===== config.mk =====
export PLATFORM = sky130hd
export DESIGN_NAME = hbm_edge_addr_gen
export DESIGN_NICKNAME = d
export VERILOG_FILES = /design/src/rtl/hbm_edge_addr_gen.sv
export SDC_FILE = /design/constraint.sdc
export NUM_CORES = 1
export LEC_CHECK = 0
export BUFFER_PORTS_ARGS = -buffer_cell sky130_fd_sc_hd__buf_2
export CAP_MARGIN = 20
export CORE_MARGIN = 3
export CORE_UTILIZATION = 50
export DETAILED_ROUTE_END_ITERATION = 7
export PLACE_DENSITY = 0.78
export SLEW_MARGIN = 0
export SYNTH_ARGS = -nofsm -noshare
export SYNTH_HDL_FRONTEND = slang
export SYNTH_SLANG_ARGS = --single-unit

===== constraint.sdc =====
create_clock -name clk -period 2.7 [get_ports clk]
set_input_delay 0.81 -clock clk [delete_from_list [all_inputs] [get_ports clk]]
set_output_delay 0.81 -clock clk [all_outputs]
set_load 0.05 [all_outputs]

===== src/rtl/hbm_edge_addr_gen.sv =====
// Per-pseudo-channel edge-address generator: expands [loff, roff) edge ranges
// into one word-aligned HBM read address per cycle, throttled by stage_full.
module hbm_edge_addr_gen #(
   parameter int                    HBM_AWIDTH = 33,
   parameter int                    OFF_WIDTH  = 32,
   parameter int                    EDGE_SHIFT = 4,
   parameter int                    ADDR_SHIFT = 6,
   parameter logic [HBM_AWIDTH-1:0] BASE_ADDR  = '0,
   parameter int                    CNT_WIDTH  = 32
) (
   input  logic                  clk,
   input  logic                  rst,
   input  logic [OFF_WIDTH-1:0]  front_loff,
   input  logic [OFF_WIDTH-1:0]  front_roff,
   input  logic                  front_valid,
   output logic                  front_ready,
   input  logic                  stage_full,
   output logic [HBM_AWIDTH-1:0] rd_hbm_edge_addr,
   output logic                  rd_hbm_edge_valid,
   output logic                  idle,
   output logic                  range_err,
   output logic [CNT_WIDTH-1:0]  issued_cnt
);
   localparam int WW = OFF_WIDTH - EDGE_SHIFT;

   typedef enum logic {S_IDLE, S_ISSUE} state_e;

   state_e                  state_q, state_d;
   logic [WW-1:0]           cur_q, cur_d, last_q, last_d;
   logic [HBM_AWIDTH-1:0]   addr_q, addr_d;
   logic                    vld_q, vld_d, err_q, err_d;
   logic [CNT_WIDTH-1:0]    cnt_q, cnt_d;

   function automatic logic [HBM_AWIDTH-1:0] word_addr(input logic [WW-1:0] w);
      return BASE_ADDR + (HBM_AWIDTH'(w) << ADDR_SHIFT);
   endfunction

   always_comb begin
      state_d     = state_q;
      cur_d       = cur_q;
      last_d      = last_q;
      addr_d      = addr_q;
      vld_d       = 1'b0;
      cnt_d       = cnt_q;
      err_d       = err_q;
      front_ready = 1'b0;
      case (state_q)
         S_IDLE: front_ready = 1'b1;
         S_ISSUE: begin
            if (!stage_full) begin
               vld_d  = 1'b1;
               addr_d = word_addr(cur_q);
               cnt_d  = cnt_q + CNT_WIDTH'(1);
               // Last word goes out this cycle: open the front door now so the
               // next range follows with no bubble.
               if (cur_q == last_q) begin
                  front_ready = 1'b1;
                  state_d     = S_IDLE;
               end else begin
                  cur_d = cur_q + WW'(1);
               end
            end
         end
         default: state_d = S_IDLE;
      endcase
      if (front_ready && front_valid) begin
         if (front_loff < front_roff) begin
            state_d = S_ISSUE;
            cur_d   = front_loff[OFF_WIDTH-1:EDGE_SHIFT];
            last_d  = WW'((front_roff - OFF_WIDTH'(1)) >> EDGE_SHIFT);
         end else if (front_loff > front_roff) begin
            err_d = 1'b1;
         end
      end
   end

   always_ff @(posedge clk or negedge rst) begin
      if (!rst) begin
         state_q <= S_IDLE;
         cur_q   <= '0;
         last_q  <= '0;
         addr_q  <= '0;
         vld_q   <= 1'b0;
         cnt_q   <= '0;
         err_q   <= 1'b0;
      end else begin
         state_q <= state_d;
         cur_q   <= cur_d;
         last_q  <= last_d;
         addr_q  <= addr_d;
         vld_q   <= vld_d;
         cnt_q   <= cnt_d;
         err_q   <= err_d;
      end
   end

   assign rd_hbm_edge_addr  = addr_q;
   assign rd_hbm_edge_valid = vld_q;
   assign range_err         = err_q;
   assign issued_cnt        = cnt_q;
   assign idle              = (state_q == S_IDLE) && !vld_q;

endmodule


==> out/qor.yml <==
timing.rr.start: "cur_q[25]"
cts_buffers: 17
peakVddDrop_mv: 0.465
synthArstFlopShare_pct: 100
postRouteAntennaNets: 0
synthCells: 676
yosys_warnings: 0
ff2ff_setup_slack_ps: 90
r2r_end: "cur_q[22]"
synthTopCellsByCount: "dfrtp_1 (118), nand2_1 (110), xnor2_1 (52), xor2_1 (52), mux2_4 (48)"
p_switching_mw: 2.78
pwr_density_cell_mw_per_mm2: 804
final_layout_size_suffix_gt1_share_pct: 40.0
wl_mm: 20.0
fmax_mhz: 339
die_h_um: 125
yosys.area.top_type: "dfrtp_1"
cp-end-kind: "output pin"
synth_edf_count: 0
synthesis.area_mm2: 0.00713
cts_buffer_depth: 2
tns_ps: -250
nets: 1040
cp_max_fo: 2
critPathLaunchType: "register"
worstSetupPathType: "register to output pin"
area_growth_pct: 35.7
antenna_found_initial: 0
vias: 6020
violations: "setup timing"
worst_slack_ps: -250
p_leak_nw: 5.13
worstPathRequired_ps: 1890
wl_per_cell_um: 17.7
rsz0062_at_grt: "yes"
ff2ff_path_depth: 10
hold_path.class: "primary input to async pin"
nFillCells: 985
clkPwrFrac_pct: 31.9
fin_skew_ps: 9.63
dr.pass1.iters: 5
swShare_pct: 35.8
intPower_mw: 5.00
core_area_mm2: 0.0139
cts_tree: "done"
grt_pass1_vias: 6101
grt_start_max_net_pins: 54
htree_levels: 4
hpwl_mm: 14.5
cp.arrival_ps: 2140
drt_iter0_markers: 418
p_comb_share_pct: 34.7
seq_area_mm2: 0.00295
worstMarginPinSlew_ps: 681
die_w_um: 125
pwr-share-seq_pct: 33.4
fin_crit_sh_pct: 109
synth_top_area_share_pct: 41.4
viasPerCell: 5.33
insertion_delay_ps: 410
hold_ws_ps: 444
clock_sinks: 118
cts_hold_buf: 0
clk_pin_slew_ps: 50
gp_congestion: 0.885
start_util_pct: 51.2
maxSlewHeadroom_pct: 54.6
drc: 0
ys.flop_type: "dfrtp_1"
ys_seq_elements: 118
yosysMostFrequentCell: "dfrtp_1"
cts-root-buf: "clkbuf_16"
numPortBuffers: 130
slew_violations: 0
rows: 43
diodes: 0
grt-ovfl-total: 0
setup_violations: 1
finalCriticalPeriod_ps: 2950
multiInputGateArea_mm2: 0.00389
status: "complete, but fails checks"
grtUsageTotal_pct: 25.3
die_area_mm2: 0.0157
drv_cap: 0
final_hold_viol_count: 0
postSynthAreaPerCell_um2: 10.6
ys_seq_area_share_pct: 41.4
synthTopCellsByArea: "dfrtp_1 (41%), mux2_4 (10%), xnor2_1 (6.4%)"
pin_count: 137
grt_first_pass_wirelength_mm: 31.8
synth_cell_types: 51
registers in the layout (all words and copies together), names as in the netlist:
signal             count
cur_q                 28
issued_cnt            32
last_q                28
range_err              1
rd_hbm_edge_addr      27
rd_hbm_edge_valid      1
state_q                1
per-stage QoR:
stage               power [mW]  cell area (um^2)  utilization, %  setup WS (ps)  std cells
finish                    7.78              9680            69.4           -250       1130
global route              8.13              9680            69.4           -291       1130
CTS                       7.72              9570            68.7           -291       1123
detailed placement        5.17              8880            63.7           -314       1088
global placement          5.08              8880            63.7           -215       1088
floorplan                 4.30              7220               -          -31.0        681
routing by layer:
layer  GRT usage (%)  share of wire [%]  vias up
met2            40.3                 48      255
met4            11.4                3.9        0
li1                -                  -     2817
met1            33.5                 42     2882
met3            4.87                6.4       66
met5               0                  0        -
power by group through the flow:
stage	sequential (mW)	combinational, mW	clock [mW]
after floorplan	3.13	1.17	0
after global placement	2.58	2.50	0
after detailed placement	2.61	2.56	0
after CTS	2.58	2.64	2.50
after global routing	2.65	2.88	2.59
final	2.60	2.70	2.48
critical path: stages (launching register included):
cell     delay [ps]
dfrtp_1         430
xor2_1          180
nor4_2          390
nand4_1         130
buf_4           180
o31ai_4         220
buf_6           200
layout by cell type (no fill, tap or decap), drive strengths merged, types with 18 or more instances in the layout:
cell type	count
xnor2	52
dfrtp	118
nor2	26
xor2	53
clkbuf	24
nand3	23
ha	34
o21ai	18
inv	43
nor4	19
mux2	53
buf	264
nand4	19
nand2	113
repair_timing:
| item | CTS | global route |
|---|---|---|
| endpoints found under the setup margin | 52 | 54 |
| cloned | 0 | 2 |
| buffers inserted | 4 | 6 |
| hold endpoints to repair | 0 | 0 |
| pin swaps | 4 | 8 |
| resized for setup | 4 | 4 |
cell type report:
type | count | area share, %
Multi-Input combinational cell | 493 | 40.2
Sequential cell | 118 | 30.5
Timing Repair Buffer | 265 | 18.5
Clock buffer | 23 | 4.94
Tap cell | 180 | 2.33
Inverter | 43 | 1.80
Clock inverter | 8 | 1.76
worst max path at each step:
stage	startpoint	to	slack (ps)	depth (start not counted)
4_1_cts	last_q[13]	front_ready	-290	5
6_report	cur_q[25]	front_ready	-250	6
2_1_floorplan	front_roff[21]	cur_q[0]	-30	10
3_5_place_dp	front_roff[11]	last_q[0]	-310	12
5_1_grt	cur_q[25]	front_ready	-290	6
3_3_place_gp	front_roff[1]	cur_q[6]	-210	11
cell families after synthesis:
logic type               share of synthesized area (%)
flip-flops                                        41.4
buffers and inverters                             5.68
adder cells (fa/ha/maj)                           5.96
XOR/XNOR                                          13.0
other                                           0.0526
multiplexers                                      10.9
AND/OR/NAND/NOR                                   17.6
AO/OA/AOI/OAI                                     5.37
Note: power is estimated with default switching activity, not from simulation.
